### src/rtl/song_ram_if.sv
// Song RAM bus between the record/playback sequencer (master) and the RAM (slave).
// Write data and read data are both packed as {delta, note}.
interface song_ram_if #(
  parameter int unsigned ADDR_WIDTH  = 10,
  parameter int unsigned NOTE_WIDTH  = 6,
  parameter int unsigned DELTA_WIDTH = 16
);
  logic [ADDR_WIDTH-1:0]             ram_addr;
  logic                              ram_wr_en;
  logic [DELTA_WIDTH+NOTE_WIDTH-1:0] ram_wr_data;
  logic [DELTA_WIDTH+NOTE_WIDTH-1:0] ram_rd_data;

  modport master (output ram_addr, ram_wr_en, ram_wr_data, input ram_rd_data);
  modport slave  (input ram_addr, ram_wr_en, ram_wr_data, output ram_rd_data);
endinterface

### src/rtl/song_record_sequencer.sv
// Records timestamped note events into the song RAM and replays them with original timing.
// Optional LOOP_PLAYBACK_EN: restart the song from event 0 after each play_done.
module song_record_sequencer #(
  parameter int unsigned ADDR_WIDTH  = 10,
  parameter int unsigned NOTE_WIDTH  = 6,
  parameter int unsigned DELTA_WIDTH = 16
) (
  input  logic                  clk,
  input  logic                  reset,
  input  logic [1:0]            state,
  input  logic                  done_recording,
  input  logic                  tick,
  input  logic                  note_valid,
  input  logic [NOTE_WIDTH-1:0] note_in,
  song_ram_if.master            ram,
  output logic                  finished_recording,
  output logic [ADDR_WIDTH:0]   song_length,
  output logic                  play_note_valid,
  output logic [NOTE_WIDTH-1:0] play_note,
  output logic                  play_done
);
  localparam int unsigned CNT_W = ADDR_WIDTH + 1;
  localparam int unsigned DEPTH = 1 << ADDR_WIDTH;
  localparam logic [ADDR_WIDTH-1:0]  LAST_ADDR = ADDR_WIDTH'(DEPTH - 1);
  localparam logic [DELTA_WIDTH-1:0] DELTA_MAX = '1;

  typedef enum logic [2:0] {
    IDLE, REC, REC_FULL, PLAY_FETCH, PLAY_LATCH, PLAY_WAIT, PLAY_END
  } fsm_t;

  fsm_t                   fsm;
  logic [1:0]             mode_q;
  logic [CNT_W-1:0]       wr_ptr;
  logic [DELTA_WIDTH-1:0] rec_delta;
  logic [CNT_W-1:0]       rd_idx;
  logic [DELTA_WIDTH-1:0] pb_delta;
  logic [NOTE_WIDTH-1:0]  pb_note;
  logic [DELTA_WIDTH-1:0] tick_cnt;

  logic [1:0]       mode_c;
  logic             mode_change_c;
  logic [CNT_W-1:0] len_c;
  logic [CNT_W-1:0] rd_next_c;

  // Mode 11 behaves as JAM_SESH; leaving a record state commits the write count.
  assign mode_c        = (state == 2'b11) ? 2'b00 : state;
  assign mode_change_c = (mode_c != mode_q);
  assign len_c         = (fsm == REC || fsm == REC_FULL) ? wr_ptr : song_length;
  assign rd_next_c     = rd_idx + CNT_W'(1);

  always_ff @(posedge clk or negedge reset) begin
    if (!reset) begin
      fsm                <= IDLE;
      mode_q             <= 2'b00;
      wr_ptr             <= '0;
      rec_delta          <= '0;
      rd_idx             <= '0;
      pb_delta           <= '0;
      pb_note            <= '0;
      tick_cnt           <= '0;
      ram.ram_addr       <= '0;
      ram.ram_wr_en      <= 1'b0;
      ram.ram_wr_data    <= '0;
      finished_recording <= 1'b0;
      song_length        <= '0;
      play_note_valid    <= 1'b0;
      play_note          <= '0;
      play_done          <= 1'b0;
    end else begin
      mode_q          <= mode_c;
      ram.ram_wr_en   <= 1'b0;
      play_note_valid <= 1'b0;
      play_done       <= 1'b0;
      // The write strobe for the last slot is visible one cycle before this pulse.
      finished_recording <= ram.ram_wr_en && (ram.ram_addr == LAST_ADDR) && !mode_change_c;

      if (mode_change_c) begin
        song_length <= len_c;
        case (mode_c)
          2'b01: begin
            fsm       <= REC;
            wr_ptr    <= '0;
            rec_delta <= '0;
          end
          2'b10: begin
            rd_idx       <= '0;
            ram.ram_addr <= '0;
            if (len_c == '0) begin
              fsm       <= PLAY_END;
              play_done <= 1'b1;
            end else begin
              fsm <= PLAY_FETCH;
            end
          end
          default: fsm <= IDLE;
        endcase
      end else begin
        case (fsm)
          REC: begin
            if (note_valid) begin
              ram.ram_wr_en   <= 1'b1;
              ram.ram_addr    <= wr_ptr[ADDR_WIDTH-1:0];
              ram.ram_wr_data <= {rec_delta, note_in};
              wr_ptr          <= wr_ptr + CNT_W'(1);
              rec_delta       <= DELTA_WIDTH'(tick);
              if (wr_ptr == CNT_W'(DEPTH - 1)) fsm <= REC_FULL;
            end else if (tick && rec_delta != DELTA_MAX) begin
              rec_delta <= rec_delta + DELTA_WIDTH'(1);
            end
            if (done_recording) begin
              song_length <= wr_ptr + CNT_W'(note_valid);
              fsm         <= IDLE;
            end
          end
          REC_FULL: begin
            if (done_recording) begin
              song_length <= wr_ptr;
              fsm         <= IDLE;
            end
          end
          PLAY_FETCH: fsm <= PLAY_LATCH;
          PLAY_LATCH: begin
            {pb_delta, pb_note} <= ram.ram_rd_data;
            tick_cnt            <= '0;
            fsm                 <= PLAY_WAIT;
          end
          PLAY_WAIT: begin
            if (tick_cnt == pb_delta) begin
              play_note_valid <= 1'b1;
              play_note       <= pb_note;
              rd_idx          <= rd_next_c;
              if (rd_next_c == song_length) begin
                play_done <= 1'b1;
`ifdef LOOP_PLAYBACK_EN
                rd_idx       <= '0;
                ram.ram_addr <= '0;
                fsm          <= PLAY_FETCH;
`else
                fsm <= PLAY_END;
`endif
              end else begin
                ram.ram_addr <= rd_next_c[ADDR_WIDTH-1:0];
                fsm          <= PLAY_FETCH;
              end
            end else if (tick) begin
              tick_cnt <= tick_cnt + DELTA_WIDTH'(1);
            end
          end
          default: ;
        endcase
      end
    end
  end
endmodule

### src/flat_wrapper.sv
// flat-port wrapper written by rule: the top's interface ports become plain ports
module song_record_sequencer_flat 
#(
  parameter int unsigned ADDR_WIDTH  = 10,
  parameter int unsigned NOTE_WIDTH  = 6,
  parameter int unsigned DELTA_WIDTH = 16
)
  (clk, reset, state, done_recording, tick, note_valid, note_in, finished_recording, song_length, play_note_valid, play_note, play_done, ram_ram_addr, ram_ram_wr_en, ram_ram_wr_data, ram_ram_rd_data);
  song_ram_if #(.ADDR_WIDTH(ADDR_WIDTH), .NOTE_WIDTH(NOTE_WIDTH), .DELTA_WIDTH(DELTA_WIDTH)) ram_i ();
  input  logic clk;
  input  logic reset;
  input  logic [1:0] state;
  input  logic done_recording;
  input  logic tick;
  input  logic note_valid;
  input  logic [NOTE_WIDTH-1:0] note_in;
  output logic finished_recording;
  output logic [ADDR_WIDTH:0] song_length;
  output logic play_note_valid;
  output logic [NOTE_WIDTH-1:0] play_note;
  output logic play_done;
  output wire logic [$bits(ram_i.ram_addr)-1:0] ram_ram_addr;
  output wire logic [$bits(ram_i.ram_wr_en)-1:0] ram_ram_wr_en;
  output wire logic [$bits(ram_i.ram_wr_data)-1:0] ram_ram_wr_data;
  input wire logic [$bits(ram_i.ram_rd_data)-1:0] ram_ram_rd_data;
  assign ram_ram_addr = ram_i.ram_addr;
  assign ram_ram_wr_en = ram_i.ram_wr_en;
  assign ram_ram_wr_data = ram_i.ram_wr_data;
  assign ram_i.ram_rd_data = ram_ram_rd_data;
  song_record_sequencer #(.ADDR_WIDTH(ADDR_WIDTH), .NOTE_WIDTH(NOTE_WIDTH), .DELTA_WIDTH(DELTA_WIDTH)) u_core (.clk(clk), .reset(reset), .state(state), .done_recording(done_recording), .tick(tick), .note_valid(note_valid), .note_in(note_in), .ram(ram_i), .finished_recording(finished_recording), .song_length(song_length), .play_note_valid(play_note_valid), .play_note(play_note), .play_done(play_done));
endmodule
### config.mk
export PLATFORM = sky130hd
export DESIGN_NAME = song_record_sequencer_flat
export DESIGN_NICKNAME = d
export VERILOG_FILES = /design/src/rtl/song_ram_if.sv /design/src/rtl/song_record_sequencer.sv /design/src/flat_wrapper.sv
export SDC_FILE = /design/constraint.sdc
export NUM_CORES = 1
export LEC_CHECK = 0
export CAP_MARGIN = 15
export CELL_PAD_IN_SITES_DETAIL_PLACEMENT = 1
export CELL_PAD_IN_SITES_GLOBAL_PLACEMENT = 2
export CORE_UTILIZATION = 38
export CTS_CLUSTER_DIAMETER = 100
export DETAILED_ROUTE_END_ITERATION = 6
export HOLD_SLACK_MARGIN = 0.03
export PLACE_DENSITY = 0.89
export REMOVE_ABC_BUFFERS = 1
export SYNTH_ARGS = -nofsm -noshare
export SYNTH_HDL_FRONTEND = slang
export SYNTH_SLANG_ARGS = --single-unit
export TNS_END_PERCENT = 100
### constraint.sdc
create_clock -name clk -period 7.9 [get_ports clk]
set_input_delay 0.79 -clock clk [delete_from_list [all_inputs] [get_ports clk]]
set_output_delay 0.79 -clock clk [all_outputs]
set_load 0.005 [all_outputs]
Word-level counts from Yosys, hierarchy flattened
Cells that the tools add are included.
{"block": "classes", "n_eq_ne": 25, "n_reduce_logical": 25, "shift": 0, "n_bitwise": 1, "n_div": 0, "mux": 50, "multipliers": 0, "add_sub_neg": 5, "order_cmp": 0}
{"operator": "2-to-1 mux 11 bit", "count": 12}
{"operator": "2-to-1 mux 16 bit", "count": 7}
{"operator": "2-to-1 mux 10 bit", "count": 5}
{"operator": "adder 16 x 1 -> 16 bit (second input constant)", "count": 2}
{"operator": "case mux 16 bit (2 select lines)", "count": 1}
{"operator": "2-to-1 mux 3 bit", "count": 8}
{"operator": "adder 11 x 1 -> 11 bit (second input constant)", "count": 2}
{"operator": "case mux 11 bit (2 select lines)", "count": 1}
{"operator": "case mux 10 bit (2 select lines)", "count": 1}
{"operator": "AND reduction 3 bit", "count": 6}
{"operator": "equality test 16 bit", "count": 1}
{"operator": "!= test 16 bit (second input constant)", "count": 1}
{"operator": "case mux 3 bit (5 select lines)", "count": 1}
{"operator": "2-to-1 mux 1 bit", "count": 12}
{"operator": "!= test 3 x 2 -> 1 bit (second input constant)", "count": 4}
{"operator": "adder 11 x 1 -> 11 bit", "count": 1}
{"operator": "equality test 11 x 10 -> 1 bit (second input constant)", "count": 1}
{"operator": "equality test 11 bit", "count": 1}
{"operator": "logical NOT 11 bit", "count": 1}
{"operator": "equality test 10 bit (second input constant)", "count": 1}
{"operator": "AND reduction 5 bit", "count": 2}
{"operator": "nonzero test 2 bit", "count": 5}
{"operator": "nonzero test 3 bit", "count": 3}
{"operator": "!= test 2 bit (second input constant)", "count": 4}
{"operator": "other kinds (17)", "count": 23}
{"block": "totals", "word_cells": 122, "register_bits": 134, "mem_count": 0, "inputBits": 35, "ramBits": 0, "latchBits": 0, "out_inout_bits": 53, "mem_bits_ro": 0}

Logic depth before layout (Yosys ltp)
Gate-level depths: netlist of the first run.
{"block": "depth", "depth_word": 7, "mapped_depth": 13, "ltp_nobuf": 11}

Least setup slack after synthesis of the first run
No wires, ideal clock.
{"block": "synth_timing", "path_kind": "input -> register", "start": "input port state[0]", "end": "register u_core.ram.ram_addr[0]", "path_slack_ns": 4.850, "arrival_time_ns": 2.926, "stages": 11, "required_ns": 7.775, "n_path_buf": 2, "path_cell_list": "inv_1 -> ha_1 -> xnor2_1 -> nor2b_1 -> buf_2 -> nand3_1 -> or2_2 -> clkbuf_1 -> nand3_1 -> o41ai_4 -> mux2_2"}
{"block": "synth_via", "elab_chain_cells": 5, "word_cells_on_any_way": 11}
{"element": "from (decl)", "line_no": "flat_wrapper.sv:12", "rtl": "input logic [1:0] state;"}
{"element": "equality test 2 bit *", "line_no": "song_record_sequencer.sv:46", "rtl": "assign mode_c = (state == 2'b11) ? 2'b00 : state;"}
{"element": "2-to-1 mux 2 bit *", "line_no": "song_record_sequencer.sv:46"}
{"element": "named net u_core.mode_c[1]", "line_no": "song_record_sequencer.sv:40", "rtl": "logic [1:0] mode_c;"}
{"element": "!= test 2 bit / equality test 2 bit (equally long branches)", "line_no": "song_record_sequencer.sv:47, song_record_sequencer.sv:79"}
{"element": "!= test 3 x 1 -> 1 bit (no line) (tied with other cells)"}
{"element": "AND reduction 5 bit (no line)"}
{"element": "to (signal assigned)", "line_no": "song_record_sequencer.sv:102", "rtl": "ram.ram_addr <= wr_ptr[ADDR_WIDTH-1:0];"}
{"element": "to (signal assigned)", "line_no": "song_record_sequencer.sv:142", "rtl": "ram.ram_addr <= rd_next_c[ADDR_WIDTH-1:0];"}
{"element": "to (decl)", "line_no": "song_ram_if.sv:13", "rtl": "modport master (output ram_addr, ram_wr_en, ram_wr_data, input ram_rd_data);"}
Mark *: on every way through the listed nets, which the timed path passes. The rest lies on a longest branch.
A chain may end at the register's enable or synchronous reset.

Worst setup path after layout of the first run
{"block": "layout_timing", "start": "input port state[0]", "end": "register u_core.wr_ptr[7]"}
{"block": "layout_via", "elab_chain_cells": 5, "word_cells_on_any_way": 9}
{"element": "equality test 2 bit *", "line_no": "song_record_sequencer.sv:46"}
{"element": "2-to-1 mux 2 bit *", "line_no": "song_record_sequencer.sv:46"}
{"element": "named net u_core.mode_c[1]", "line_no": "song_record_sequencer.sv:40"}
{"element": "equality test 2 x 1 -> 1 bit / != test 2 bit (equally long branches)", "line_no": "song_record_sequencer.sv:79, song_record_sequencer.sv:47"}
{"element": "!= test 2 bit (no line) / nonzero test 2 bit (equally long branches)"}
{"element": "AND reduction 3 bit (no line)"}
{"element": "to (signal assigned)", "line_no": "song_record_sequencer.sv:104", "rtl": "wr_ptr <= wr_ptr + CNT_W'(1);"}
{"element": "to (decl)", "line_no": "song_record_sequencer.sv:33", "rtl": "logic [CNT_W-1:0] wr_ptr;"}
Marks and branches as above.

==> results.sh, run 1 <==
export IMPL_outcome="finished, final reports clean"
export IMPL_grt_max_degree=79
export IMPL_yosys_warnings=0
export IMPL_slew_headroom_pct=30.0
export IMPL_overflow=0
export IMPL_fin_util_pct=47.7
export IMPL_cts_tree="built"
export IMPL_core_um2=18000
export IMPL_first_global_vias=6223
export IMPL_period_share_pct=64.7
export IMPL_async_reset_ff_share_pct=100
export IMPL_setup_tns_final_ns=0
export IMPL_p_leak_nw=3.77
export IMPL_drc=0
export IMPL_cts_hold_buf=0
export IMPL_ys_flop_type="dfrtp_1"
export IMPL_ys_ff_latch=134
export IMPL_grt_usage_pct=22.5
export IMPL_synth_edf_count=0
export IMPL_start_util_pct=38.8
export IMPL_clock_latency_ns=0.44
export IMPL_synth_cell_area_um2=6980
export IMPL_cp_required_ns=8.22
export IMPL_hpwlAfterDp_um=13800
export IMPL_setup_viol=0
export IMPL_syn_inst=742
export IMPL_viasPerCell=5.54
export IMPL_hold_violations=0
export IMPL_tightest_slew_ns=1.04
export IMPL_vdd_drop_max_v=0.000170
export IMPL_clk_pin_slew_ns=0.06
export IMPL_fin_nets=854
export IMPL_final_antenna_net_count=0
export IMPL_fp_row_count=49
export IMPL_antenna_found_initial=0
export IMPL_ys_types=54
export IMPL_n_antenna_cell=0
export IMPL_synth_most_common_cell="dfrtp_1"
export IMPL_dieArea_um2=18900
export IMPL_setup_slack_ns=2.79
export IMPL_fillers=2025
export IMPL_fmax_mhz=196
export IMPL_chipHeight_um=138
export IMPL_cts_htree_levels=4
export IMPL_io_buffers=87
export IMPL_die_width_um=138
export IMPL_rrSetupSlack_ns=3.64
export IMPL_avgSynthCellArea_um2=9.40
export IMPL_powerDensity_nw_per_um2=269
export IMPL_globalplace_congestion=0.847
export IMPL_detail_route_wl_per_cell_um=18.8
export IMPL_path_class="in -> reg"
export IMPL_place_ws_ns=2.16
export IMPL_max_cap_viol_count=0
export IMPL_cp_arrival_ns=5.44
export IMPL_skew_ns=0.00660
export IMPL_cts_repair_resized=0
export IMPL_drive_gt1_share_pct=9.83
export IMPL_grt_pass1_wl_um=32700
export IMPL_cts_num_sinks=134
export IMPL_hp_class="in -> async"
export IMPL_vias=5832
export IMPL_crit_fanout=27
export IMPL_multi_input_area_um2=3380
export IMPL_finalWirelength_um=19800
export IMPL_timing_rr_end="u_core.wr_ptr[7]"
export IMPL_ios=88
export IMPL_start_kind="input pin"
export IMPL_yosysTopAreaCell="dfrtp_1"
export IMPL_root_buffer="clkbuf_16"
export IMPL_cts_setup_buffers=0
export IMPL_worst_r2r_cell_count=10
export IMPL_rsz0062_at_grt="no"
export IMPL_numCtsBuffers=17
export IMPL_critPathCaptureType="flop"
export IMPL_yosys_top_cells_count="dfrtp_1, nand2_1, nor2_1, xor2_1, o21ai_0"
export IMPL_synth_top_cells_by_area="dfrtp_1, nand2_1, xor2_1"
export IMPL_r2r_start="u_core.mode_q[1]"
export IMPL_dr_pass1_iters=5
export IMPL_place_area_um2=8000
export IMPL_fin_area_um2=8570
export IMPL_drt_initial_drc_count=301
export IMPL_fin_crit_ns=5.11
export IMPL_clockBufferDepth=2
export IMPL_final_seq_area_um2=3350
export IMPL_areaGrowthSynthToFinish_pct=22.8
export IMPL_drv_slew=0
export IMPL_synth_top_area_share_pct=48.1
export IMPL_seq_area_frac_synth_pct=48.1
## flip-flops by register name, summed over array words and instances (netlist names), 2 cells and up
signal and count:
u_core.wr_ptr 11, u_core.mode_q 2, u_core.pb_delta 16, u_core.fsm 3, u_core.play_note 6, u_core.tick_cnt 16
u_core.rd_idx 11, u_core.ram.ram_addr 10, u_core.rec_delta 16, u_core.song_length 11, u_core.ram.ram_wr_data 22, u_core.pb_note 6
## worst max path at each step
stage              from                 to  slack, ns  depth (start not counted)
6_report       state[0]   u_core.wr_ptr[7]       2.79                         13
5_1_grt        state[0]   u_core.wr_ptr[9]       2.25                         13
4_1_cts        state[0]   u_core.wr_ptr[7]       2.64                         13
3_5_place_dp   state[0]   u_core.wr_ptr[7]       2.16                         13
3_3_place_gp   state[0]   u_core.wr_ptr[7]       2.51                         13
2_1_floorplan  state[0]  u_core.wr_ptr[10]       3.44                         11
## power by group
part / total, mW / switching, mW / internal, mW
logic: 0.578 / 0.289 / 0.289
registers: 0.958 / 0.149 / 0.809
clock network: 0.765 / 0.322 / 0.443
total: 2.30 / 0.760 / 1.54
## cell families after synthesis
family,after synthesis,synth area share (%)
and+or+nand+nor,318,21.5
DFF,134,48.1
AOI/OAI and AO/OA,114,10.7
xor gates and xnor gates,70,8.79
buffers and inverters,60,3.46
muxes,38,6.04
adders and majority gates,8,1.43
## per-stage QoR
stage,total power [mW],hold WS (ns),cells
global route,2.42,0.472,1053
finish,2.30,0.404,1053
global placement,1.51,0.440,1021
CTS,2.32,0.425,1053
detailed placement,1.55,0.464,1021
floorplan,1.27,0.435,700
## layer usage
| layer | vias to the layer above | part of all wire (%) | global-route usage [%] | wire length, um |
|---|---|---|---|---|
| li1 | 2708 | - | - | - |
| met4 | 0 | 1.9 | 8.06 | 379 |
| met1 | 2980 | 45 | 29.2 | 8930 |
| met5 | - | 0 | 0 | 0 |
| met3 | 26 | 3.5 | 3.94 | 702 |
| met2 | 118 | 49 | 37.5 | 9780 |
## final cells by class
cell class / instances / share of cell area, %
Multi-Input combinational cell: 548 / 39.5
Inverter: 18 / 0.789
Sequential cell: 134 / 39.1
Tap cell: 229 / 3.34
Clock buffer: 19 / 5.17
Clock inverter: 13 / 1.43
Timing Repair Buffer: 92 / 10.6
## cells in the final DEF (no fill, tap or decap), types with 3 or more instances in the layout
cell / netlist / routed
and4_1: 6 / 6
a21oi_1: 26 / 26
nand3_1: 29 / 29
inv_6: 0 / 3
o22ai_1: 8 / 8
nor2_1: 64 / 63
xor2_1: 47 / 47
nand4_1: 16 / 16
o31ai_1: 7 / 7
buf_4: 0 / 5
mux2i_1: 5 / 5
mux2_2: 33 / 33
and3_1: 10 / 10
nand2b_1: 7 / 7
o22a_1: 4 / 4
dfrtp_1: 134 / 134
nor3_1: 11 / 11
and2_1: 3 / 3
clkinv_4: 0 / 3
inv_1: 16 / 16
clkdlybuf4s50_1: 0 / 86
clkbuf_16: 0 / 17
nor2b_1: 8 / 8
o21ai_0: 41 / 41
nand2_1: 131 / 131
a22o_1: 3 / 3
nor4_1: 17 / 17
clkinvlp_4: 0 / 4
a31oi_1: 4 / 4
o211a_1: 3 / 3
or3_1: 6 / 6
o41ai_1: 4 / 4
xnor2_1: 23 / 23
ha_1: 8 / 8
## worst max-delay path, cell delays in order
cell and delay, ns:
clkdlybuf4s50_1 0.48, inv_1 0.05, ha_1 0.29, xnor2_1 0.21, nor2b_1 0.16, buf_4 0.21, nand3_1 0.78, clkinv_1 0.93
nand2b_1 0.76, and4_1 0.44, nand3_1 0.11, xor2_1 0.16, nor2_1 0.05
Note: power is estimated with default switching activity, not from simulation.
==> run 2: changes to the inputs <==
--- a/config.mk
+++ b/config.mk
@@ -8,11 +8,11 @@
 export CAP_MARGIN = 15
 export CELL_PAD_IN_SITES_DETAIL_PLACEMENT = 1
 export CELL_PAD_IN_SITES_GLOBAL_PLACEMENT = 2
-export CORE_UTILIZATION = 38
+export CORE_UTILIZATION = 35
 export CTS_CLUSTER_DIAMETER = 100
 export DETAILED_ROUTE_END_ITERATION = 6
 export HOLD_SLACK_MARGIN = 0.03
-export PLACE_DENSITY = 0.89
+export PLACE_DENSITY = 0.83
 export REMOVE_ABC_BUFFERS = 1
 export SYNTH_ARGS = -nofsm -noshare
 export SYNTH_HDL_FRONTEND = slang
==> constraint.sdc (replaced) <==
create_clock -name clk -period 4.75 [get_ports clk]
set_input_delay 0.475 -clock clk [delete_from_list [all_inputs] [get_ports clk]]
set_output_delay 0.475 -clock clk [all_outputs]
set_load 0.005 [all_outputs]
==> run 2 against run 1 <==
Net effect:
- global-route usage down 1.6 points
- clock power grew 62%
- final cell count rose by 3.8%
- count of clock-buffer cells in the layout grew 1
- clock skew rose by 0.0033 ns
- combinational power rose by 67%
- sequential share of layout area is 0.26 points lower
- routed wire length rose by 1.4%
- worst setup slack worse by 1.4 ns
- hold slack worse by 0.25 ns
- sequential cell count unchanged
- largest cell class unchanged
==> results.sh, run 2 (synthesis gave the netlist of run 1 again) <==
export IMPL_rsz0062_at_grt="no"
export IMPL_areaGrowthSynthToFinish_pct=23.6
export IMPL_numCtsBuffers=17
export IMPL_dieArea_um2=20500
export IMPL_antenna_found_initial=0
export IMPL_r2r_start="u_core.rd_idx[0]"
export IMPL_period_share_pct=71.1
export IMPL_p_seq_share_pct=42.1
export IMPL_fmax_mhz=296
export IMPL_powerDensity_nw_per_um2=442
export IMPL_fillers=2221
export IMPL_drv_slew=0
export IMPL_p_leak_nw=3.79
export IMPL_chipHeight_um=143
export IMPL_clk_pin_slew_ns=0.06
export IMPL_io_buffers=87
export IMPL_fp_row_count=51
export IMPL_cts_num_sinks=134
export IMPL_detail_route_wl_per_cell_um=18.4
export IMPL_netSwitchingPower_mw=1.25
export IMPL_cts_tree="built"
export IMPL_timing_rr_end="u_core.ram.ram_addr[1]"
export IMPL_grt_usage_pct=21.0
export IMPL_hold_violations=0
export IMPL_first_global_vias=6141
export IMPL_rrSetupSlack_ns=1.37
export IMPL_start_util_pct=35.7
export IMPL_critPathCaptureType="flop"
export IMPL_setup_tns_final_ns=0
export IMPL_cts_repair_resized=0
export IMPL_ios=88
export IMPL_power_internal_mw=2.56
export IMPL_finalPower_mw=3.81
export IMPL_core_um2=19500
export IMPL_setup_viol=0
export IMPL_grt_max_degree=100
export IMPL_cts_hold_buf=0
export IMPL_clock_latency_ns=0.42
export IMPL_cp_required_ns=5.05
export IMPL_dr_pass1_iters=4
export IMPL_fin_nets=858
export IMPL_hpwlAfterDp_um=14200
export IMPL_die_width_um=143
export IMPL_worst_r2r_cell_count=8
export IMPL_vias=5742
export IMPL_overflow=0
export IMPL_max_cap_viol_count=0
export IMPL_start_kind="flop"
export IMPL_globalplace_congestion=0.829
export IMPL_skew_ns=0.00993
export IMPL_fin_util_pct=44.2
export IMPL_largest_register="u_core.ram.ram_wr_data"
export IMPL_tightest_slew_ns=1.02
export IMPL_path_class="reg -> reg"
export IMPL_grt_pass1_wl_um=33000
export IMPL_hp_class="in -> async"
export IMPL_slew_headroom_pct=31.7
export IMPL_layout_common_cells="dfrtp_1, nand2_1, clkdlybuf4s50_1"
export IMPL_n_antenna_cell=0
export IMPL_clock_power_share_pct=32.6
export IMPL_drive_gt1_share_pct=10.1
export IMPL_final_antenna_net_count=0
export IMPL_drt_initial_drc_count=280
export IMPL_root_buffer="clkbuf_16"
export IMPL_vdd_drop_max_v=0.000225
export IMPL_layout_cells_most_common="dfrtp_1"
export IMPL_pwr_share_comb_pct=25.3
export IMPL_place_ws_ns=1.20
export IMPL_largest_register_ff_count=22
export IMPL_setup_slack_ns=1.37
export IMPL_drc=0
export IMPL_fin_crit_ns=3.38
export IMPL_viasPerCell=5.25
export IMPL_swShare_pct=32.8
export IMPL_clockBufferDepth=2
export IMPL_cts_htree_levels=4
export IMPL_cts_setup_buffers=0
export IMPL_crit_fanout=12
export IMPL_outcome="finished, final reports clean"
export IMPL_finalWirelength_um=20100
export IMPL_cp_arrival_ns=3.67
## run 2: cell count changes in the layout (fill, tap and decap cells not counted)
cell	previous run	this run
clkinv_4	3	1
buf_4	5	8
clkbuf_1	1	2
clkinvlp_4	4	3
buf_2	0	1
clkinv_2	2	5
inv_6	3	2
## run 2: per-layer routing
| layer | GRT usage (%) | share of wire, % |
|---|---|---|
| met5 | 0 | 0 |
| met4 | 7.19 | 1.6 |
| met3 | 3.66 | 3.3 |
| met2 | 34.6 | 48 |
| met1 | 27.6 | 47 |
## run 2: worst max-delay path by stage
stage	startpoint	endpoint	slack, ns	cells past startpoint
2_1_floorplan	state[0]	u_core.wr_ptr[10]	0.60	11
3_3_place_gp	state[0]	u_core.ram.ram_addr[9]	1.34	9
3_5_place_dp	state[0]	u_core.ram.ram_addr[3]	1.20	9
4_1_cts	u_core.rd_idx[0]	u_core.ram.ram_addr[1]	1.35	8
5_1_grt	u_core.rd_idx[0]	u_core.ram.ram_addr[2]	1.14	8
6_report	u_core.rd_idx[0]	u_core.ram.ram_addr[1]	1.37	8
## run 2: cell type report
class / instances / area [um2] / area share (%)
multi-input cells: 548 / 3380 / 39.2
flip-flops and latches: 134 / 3350 / 38.9
clock inverters: 12 / 104 / 1.20
inverters: 18 / 67.6 / 0.783
well taps: 265 / 332 / 3.84
repair buffers: 96 / 937 / 10.9
clock buffers: 20 / 447 / 5.18
## run 2: critical path, stage by stage, from the launching register on
cell and delay [ns]:
dfrtp_1 0.51, ha_1 0.47, nand2b_1 0.12, mux2_2 0.27, a2bb2oi_1 0.14, nor4_2 0.26
o211ai_1 0.28, o41ai_4 0.80, mux2_2 0.42
## run 2: metrics by stage
stage	instances	hold slack (ns)	cell area (um2)
finish	1093	0.155	8620
global route	1093	0.237	8620
CTS	1093	0.203	8620
detailed placement	1061	0.464	8070
global placement	1060	0.463	8070
floorplan	700	0.179	6800
## run 2: power groups by stage
stage,clock network (mW),logic (mW),registers (mW)
finish,1.24,0.963,1.61
global route,1.31,1.07,1.64
CTS,1.27,0.977,1.61
detailed placement,0,0.967,1.62
global placement,0,0.925,1.61
floorplan,0,0.581,1.54
==> run 3: changes to the inputs <==
==> constraint.sdc (replaced) <==
create_clock -name clk -period 3.5 [get_ports clk]
set_input_delay 0.35 -clock clk [delete_from_list [all_inputs] [get_ports clk]]
set_output_delay 0.35 -clock clk [all_outputs]
set_load 0.005 [all_outputs]
==> run 3 against run 2 <==
Net effect:
- non-clock buffer count grew 9
- count of clock-buffer cells in the layout shrank 2
- first-iteration DRC count grew 17%
- hold slack gained 0.31 ns
- clock skew shrank 0.00080 ns
- largest cell class unchanged
- largest power group unchanged
- highest routed layer unchanged
==> results.sh, run 3 (synthesis gave the netlist of run 1 again) <==
export IMPL_p_leak_nw=3.88
export IMPL_cpPeakStageDelay_ns=0.50
export IMPL_detail_route_wl_per_cell_um=17.8
export IMPL_critPathTopFamily="compound AO/OA/AOI/OAI gates"
export IMPL_n_antenna_cell=0
export IMPL_worst_path_buf_inv=1
export IMPL_cp_arrival_ns=3.50
export IMPL_fin_crit_ns=3.21
export IMPL_cts_num_sinks=134
export IMPL_place_area_um2=8150
export IMPL_cts_repair_resized=0
export IMPL_fin_area_um2=8800
export IMPL_largest_register="u_core.ram.ram_wr_data"
export IMPL_drive_gt1_share_pct=11.2
export IMPL_hp_class="in -> reg"
export IMPL_dieArea_um2=20500
export IMPL_drt_initial_drc_count=327
export IMPL_finalPower_mw=5.41
export IMPL_grt_pass1_wl_um=32900
export IMPL_io_buffers=87
export IMPL_hpwlAfterDp_um=14100
export IMPL_fp_row_count=51
export IMPL_tightest_slew_ns=1.02
export IMPL_cts_hold_buf=1
export IMPL_setup_viol=0
export IMPL_layout_common_cells="dfrtp_1, nand2_1, clkdlybuf4s50_1"
export IMPL_cts_tree="built"
export IMPL_fillers=2226
export IMPL_cts_setup_buffers=0
export IMPL_path_class="reg -> reg"
export IMPL_clockBufferDepth=2
export IMPL_globalplace_congestion=0.827
export IMPL_overflow=0
export IMPL_outcome="finished, final reports clean"
export IMPL_vias=5731
export IMPL_clk_pin_slew_ns=0.06
export IMPL_clock_latency_ns=0.42
export IMPL_fin_nets=867
export IMPL_powerDensity_nw_per_um2=615
export IMPL_die_width_um=143
export IMPL_root_buffer="clkbuf_16"
export IMPL_setup_slack_ns=0.288
export IMPL_final_antenna_net_count=0
export IMPL_vdd_drop_max_v=0.000338
export IMPL_areaGrowthSynthToFinish_pct=26.1
export IMPL_numCtsBuffers=17
export IMPL_start_util_pct=35.7
export IMPL_critPathCaptureType="flop"
export IMPL_first_global_vias=6167
export IMPL_layout_cells_most_common="dfrtp_1"
export IMPL_max_cap_viol_count=0
export IMPL_largest_register_ff_count=22
export IMPL_multi_input_area_um2=3380
export IMPL_skew_ns=0.00913
export IMPL_final_seq_area_um2=3350
export IMPL_hold_violations=0
export IMPL_drc=0
export IMPL_slew_headroom_pct=31.7
export IMPL_period_share_pct=91.8
export IMPL_rsz0062_at_grt="no"
export IMPL_crit_slowest_cell="dfrtp_1"
export IMPL_fmax_mhz=311
export IMPL_ios=88
export IMPL_chipHeight_um=143
export IMPL_antenna_found_initial=0
export IMPL_viasPerCell=5.20
export IMPL_cp_required_ns=3.79
export IMPL_core_um2=19500
export IMPL_fin_util_pct=45.1
export IMPL_drv_slew=0
export IMPL_crit_fanout=12
export IMPL_start_kind="flop"
export IMPL_grt_usage_pct=20.8
export IMPL_finalWirelength_um=19700
export IMPL_place_ws_ns=0.306
export IMPL_setup_tns_final_ns=0
export IMPL_dr_pass1_iters=4
export IMPL_cts_htree_levels=4
export IMPL_crit_chain="ha_1 -> nand3_1 -> nand3b_1 -> o2111ai_1 -> nor4_2 -> o211ai_1 -> o41ai_4 -> buf_4 -> mux2_2"
export IMPL_grt_max_degree=79
## run 3: through the flow
stage                     instances  hold WS, ns
final                          1102        0.464
after global routing           1102        0.463
after CTS                      1102        0.447
after detailed placement       1069        0.445
after global placement         1069        0.438
after floorplan                 700       0.0544
## run 3: final timing paths
| check | slack [ns] | cells past startpoint | to | start |
|---|---|---|---|---|
| min reg2reg | 0.48 | 2 | u_core.ram.ram_wr_data[1] | u_core.ram.ram_wr_data[1] |
| max | 0.29 | 9 | u_core.ram.ram_addr[6] | u_core.rd_idx[0] |
| min | 0.46 | 3 | u_core.ram.ram_wr_data[0] | note_in[0] |
| max in group asynchronous | 2.05 | 3 | u_core.wr_ptr[8] | reset |
| min in group asynchronous | 0.54 | 2 | u_core.rd_idx[3] | reset |
| max reg2reg | 0.29 | 9 | u_core.ram.ram_addr[6] | u_core.rd_idx[0] |
## run 3: cell type report
cell class	count	share of cell area [%]
clock inverter	14	2.26
inverter	18	0.768
clock buffer	18	4.99
sequential	134	38.1
tap	265	3.77
timing repair buffer	105	11.6
multi-input combinational	548	38.5
## run 3: tightest hold or removal path, stage by stage
cell	delay, ns
clkdlybuf4s50_1	0.39
nand2_1	0.05
nand2_1	0.04
## run 3: report_power, final
group	switching [mW]	total, mW	internal, mW
logic	0.635	1.32	0.680
registers	0.340	2.17	1.83
clock network	0.707	1.93	1.22
## run 3: routing by layer
layer / wire length (um) / vias up / track usage (%) / share of wire, %
li1: - / 2729 / - / -
met1: 9160 / 2866 / 27.5 / 47
met2: 9520 / 118 / 34.4 / 48
met3: 780 / 18 / 4.26 / 4.0
met4: 210 / 0 / 5.60 / 1.1
met5: 0 / - / 0 / 0
